$ cat src/rtl/ame_sobel_feeder_pkg.sv
// Shared types and constants for the sobel line feeder.
package ame_sobel_feeder_pkg;

  localparam int unsigned SOBEL_LINES            = 6;
  localparam int unsigned DEFAULT_LINE_DATA_BITS = 7;

  typedef logic [SOBEL_LINES-1:0][DEFAULT_LINE_DATA_BITS-1:0] line_t;

  typedef enum logic [0:0] {
    ST_IDLE = 1'b0,
    ST_READ = 1'b1
  } state_t;

endpackage

$ cat src/rtl/ame_sobel_feeder.sv
// Reads six consecutive lines of a block from line memory and streams them,
// with first/last markers, to the sobel block two cycles after each read.
module ame_sobel_feeder
  import ame_sobel_feeder_pkg::*;
#(
  parameter int unsigned LINE_DATA_BITS = 7,
  parameter int unsigned ADDR_BITS      = 8,
  parameter int unsigned LINE_STRIDE    = 1
) (
  input  logic                                           clk_i,
  input  logic                                           rst_n_i,
  input  logic                                           blk_valid_i,
  output logic                                           blk_ready_o,
  input  logic [ADDR_BITS-1:0]                           blk_addr_i,
  output logic                                           mem_rd_en_o,
  output logic [ADDR_BITS-1:0]                           mem_rd_addr_o,
  input  logic [SOBEL_LINES*LINE_DATA_BITS-1:0]          mem_rd_data_i,
  output logic                                           comp_init_o,
  output logic [SOBEL_LINES-1:0][LINE_DATA_BITS-1:0]     line_data_o,
  output logic                                           line_valid_o,
  output logic                                           blk_done_o
);

  localparam int unsigned       CNT_BITS = 3;
  localparam logic [CNT_BITS-1:0] LAST_CNT = CNT_BITS'(SOBEL_LINES - 1);

  state_t                 state_q, state_d;
  logic [CNT_BITS-1:0]    cnt_q, cnt_d;
  logic [ADDR_BITS-1:0]   base_q, base_d;
  logic                   last_line;
  logic                   handshake;
  logic                   p1_valid, p1_first, p1_last;

  // Ready in IDLE, and on the last line so the next block follows without a gap.
  assign last_line     = (state_q == ST_READ) && (cnt_q == LAST_CNT);
  assign blk_ready_o   = (state_q == ST_IDLE) || last_line;
  assign handshake     = blk_valid_i && blk_ready_o;
  assign mem_rd_en_o   = (state_q == ST_READ);
  assign mem_rd_addr_o = base_q + ADDR_BITS'(32'(cnt_q) * LINE_STRIDE);

  always_ff @(posedge clk_i or negedge rst_n_i) begin
    if (!rst_n_i) begin
      state_q <= ST_IDLE;
      cnt_q   <= '0;
      base_q  <= '0;
    end else begin
      state_q <= state_d;
      cnt_q   <= cnt_d;
      base_q  <= base_d;
    end
  end

  always_comb begin
    state_d = state_q;
    cnt_d   = cnt_q;
    base_d  = base_q;
    case (state_q)
      ST_IDLE: begin
        if (handshake) begin
          state_d = ST_READ;
          cnt_d   = '0;
          base_d  = blk_addr_i;
        end
      end
      ST_READ: begin
        if (cnt_q != LAST_CNT) begin
          cnt_d = cnt_q + CNT_BITS'(1);
        end else if (handshake) begin
          cnt_d  = '0;
          base_d = blk_addr_i;
        end else begin
          state_d = ST_IDLE;
          cnt_d   = '0;
        end
      end
      default: begin
        state_d = ST_IDLE;
        cnt_d   = '0;
      end
    endcase
  end

  // Flags ride one stage to meet the memory data, then everything is registered out.
  always_ff @(posedge clk_i or negedge rst_n_i) begin
    if (!rst_n_i) begin
      p1_valid     <= 1'b0;
      p1_first     <= 1'b0;
      p1_last      <= 1'b0;
      line_valid_o <= 1'b0;
      comp_init_o  <= 1'b0;
      blk_done_o   <= 1'b0;
      line_data_o  <= '0;
    end else begin
      p1_valid     <= mem_rd_en_o;
      p1_first     <= mem_rd_en_o && (cnt_q == '0);
      p1_last      <= last_line;
      line_valid_o <= p1_valid;
      comp_init_o  <= p1_first;
      blk_done_o   <= p1_last;
      if (p1_valid) begin
        line_data_o <= mem_rd_data_i;
      end
    end
  end

endmodule

$ cat config.mk
export PLATFORM = sky130hd
export DESIGN_NAME = ame_sobel_feeder
export DESIGN_NICKNAME = d
export VERILOG_FILES = /design/src/rtl/ame_sobel_feeder_pkg.sv /design/src/rtl/ame_sobel_feeder.sv
export SDC_FILE = /design/constraint.sdc
export NUM_CORES = 1
export LEC_CHECK = 0
export CORE_ASPECT_RATIO = 0.6
export CORE_MARGIN = 1
export CORE_UTILIZATION = 41
export CTS_CLUSTER_DIAMETER = 80
export DETAILED_ROUTE_END_ITERATION = 10
export GPL_ROUTABILITY_DRIVEN = 0
export PLACE_DENSITY = 0.78
export SKIP_CTS_REPAIR_TIMING = 1
export SYNTH_ARGS = -nofsm -noshare
export SYNTH_HDL_FRONTEND = slang
export SYNTH_SLANG_ARGS = --single-unit
export TNS_END_PERCENT = 50
$ cat constraint.sdc
create_clock -name clk_i -period 2.09 [get_ports clk_i]
set_clock_uncertainty 0.1 [all_clocks]
set_input_delay 0.3135 -clock clk_i [delete_from_list [all_inputs] [get_ports clk_i]]
set_output_delay 0.3135 -clock clk_i [all_outputs]
set_load 0.01 [all_outputs]
==> run metrics <==
status finished, violations left; hold depth 0; Tot Pwr 0.00481 W; drc violations 0; pin count of the biggest net entering global routing 37; GR Util met2 25.6%; setup_tns -0.409 ns; Synth Warn # 0; max_slew headroom 60.3%; remaining antenna violation count after routing 0; drt pass-1 iters 4; Syn Area/Cell 15.2 um^2; top cells by area, synth dfrtp_1 63%, mux2_2 24%, ha_1 1.6%, nand2_1 1.3%, xnor2_1 1.1%; Leak Pwr 1.71 nW; grt met3 use 8.63%; share of Yosys cell area claimed by the top area cell type 63.0%; vias per std cell 4.63; Area Growth Syn to Fin 64.7%; Fillers 410; multi-input logic area 913 um^2; net count reported at finish 337; n_diodes 0; Tcrit/Tclk final 110%; initial antenna violation count 0; share of the yosys chip area belonging to registers 63.0%; Die Wd 100 um; drt total wl 5390 um; clk sinks 60; unrepaired setup endpoints after global routing true; Worst Setup Start Kind flop; Post-DP Area 3610 um^2; Max Clk Rate 435 MHz; critical path required time 1.68 ns; total congestion overflow 0; syn nets 214; count of input and output buffers 107; PwrDens 1230 nW/um^2; Clk pin slew, worst setup/hold paths 0.06 ns; flops & latches, synth 60; Reg2Reg Depth 4; Cell Rows 21; routed vias 1684; Setup crit end kind primary output; Max Cap Violations 0; met1 usage 23.8%; setup violators final 4; root buf cell clkbuf_8; CTS buffer count 9; Final min period 2.30 ns; first-pass GRT wire length 7980 um; FF/Latch Area 1500 um^2; Die H 61.0 um; worst hold endpoint blk_done_o; Clock Path Buffers 2; Worst Setup Path Type flop to primary output; CTS HTree Levels 3; Worst-Margin Slew 0.595 ns; Yosys cell types 22; hold_ws 0.249 ns; reg2reg setup slack 0.46 ns; post-synth top area cell dfrtp_1; CORE AREA 5600 um^2; Crit Reg-Reg Endpoint base_q[1]; share of cells above drive strength 1 33.1%; number of global-route vias before repair 1621; crit path DAT 1.88 ns; clock tree from TritonCTS built; failing checks setup timing; Worst-Skew Late Latency 0.32 ns; DP HPWL 3880 um; die area 6130 um^2; Total GRT Usage 17.9%; final setup margin -0.208 ns; final hold vios 0; grt peak-use layer met2; largest fanout on the critical path 2; post-route cell area 3920 um^2; Layout Utilization 70.1%; peak supply drop 884 uV; HP Class flop to flop; number of DRC markers in iteration 0 35; reg2reg start cnt_q[1]; worst hold start p1_last; post-synthesis cell area 2380 um^2; Initial Utilization 42.6%; Syn Inst Count 157; Slew Viols, Final 0; WL/cell 14.8 um; Top Ports 108
[flip-flops by register name, indices dropped and copies added (netlist names)]
signal	flops
mem_rd_en_o	1
line_data_o	42
p1_last	1
p1_first	1
base_q	8
line_valid_o	1
blk_done_o	1
cnt_q	3
p1_valid	1
comp_init_o	1
[critical path, stage by stage, from the launching register on]
cell	delay, ns
dfrtp_1	0.35
ha_2	0.19
inv_2	0.04
fa_2	0.36
nor2b_4	0.14
o21ai_1	0.09
xnor2_1	0.22
buf_2	0.16
[kinds of logic after synthesis]
family / Yosys count / synth area share [%]
mux: 51 / 24.1
buf+inv: 10 / 1.79
xor+xnor: 6 / 2.21
flops: 60 / 63.0
fa+ha+maj: 4 / 2.42
simple gates: 17 / 3.89
compound gates: 9 / 2.63
[final cells by class]
cell class / instances / area share [%]
Sequential cell: 60 / 38.3
Timing Repair Buffer: 117 / 29.4
Multi-Input combinational cell: 87 / 23.3
Clock buffer: 12 / 4.21
Tap cell: 80 / 2.55
Clock inverter: 3 / 1.75
Inverter: 5 / 0.478
[worst max path at each step]
stage | from | slack, ns | cells after the start | to
after floorplan | cnt_q[0] | 0.08 | 6 | mem_rd_addr_o[6]
after global placement | cnt_q[0] | -0.29 | 7 | mem_rd_addr_o[6]
after detailed placement | cnt_q[0] | -0.37 | 7 | mem_rd_addr_o[4]
after CTS | cnt_q[0] | -0.74 | 7 | mem_rd_addr_o[4]
after global routing | base_q[0] | -0.29 | 7 | mem_rd_addr_o[4]
final | cnt_q[0] | -0.21 | 7 | mem_rd_addr_o[4]
[cells in the final DEF, fill, tap and decap left out, types with 3 or more instances in the layout]
cell	netlist	routed
buf_2	4	5
buf_4	0	6
clkbuf_8	0	12
clkdlybuf4s50_1	0	98
dfrtp_1	60	59
dlymetal6s2s_1	0	3
inv_1	5	4
mux2_2	50	50
nand2_1	8	8
o21ai_0	4	3
xnor2_1	3	3
xor2_1	3	3
[metrics by stage]
stage,worst slack (ns),std cells
global placement,-0.290,347
floorplan,0.0787,157
global route,-0.288,364
CTS,-0.742,362
finish,-0.208,364
detailed placement,-0.366,347
[per-layer routing]
layer / up-vias / routed length (um)
met5: - / 0
met4: 0 / 68
met3: 9 / 574
met2: 85 / 2290
met1: 796 / 2460
li1: 794 / -
[synth_stat cells]
| library cell | n |
|---|---|
| dfrtp_1 | 60 |
| mux2_2 | 50 |
| nand2_1 | 8 |
| inv_1 | 5 |
| buf_2 | 4 |
| o21ai_0 | 4 |
| a21oi_1 | 3 |
| ha_1 | 3 |
| xnor2_1 | 3 |
| xor2_1 | 3 |
| nand2b_1 | 2 |
| nor2_1 | 2 |
| a21boi_4 | 1 |
| clkbuf_1 | 1 |
| fa_1 | 1 |
| mux2i_1 | 1 |
| nand3_1 | 1 |
| nand3b_4 | 1 |
| nand4_1 | 1 |
| nor2b_1 | 1 |
| nor3_1 | 1 |
| o2111ai_1 | 1 |
[report_power, final]
part	internal, W	total [W]	switching [W]
Combinational	0.00115	0.00194	0.000790
Clock	0.000765	0.00120	0.000435
Sequential	0.00144	0.00167	0.000225
Total	0.00336	0.00481	0.00145
Power figures use the tool's default switching activity.
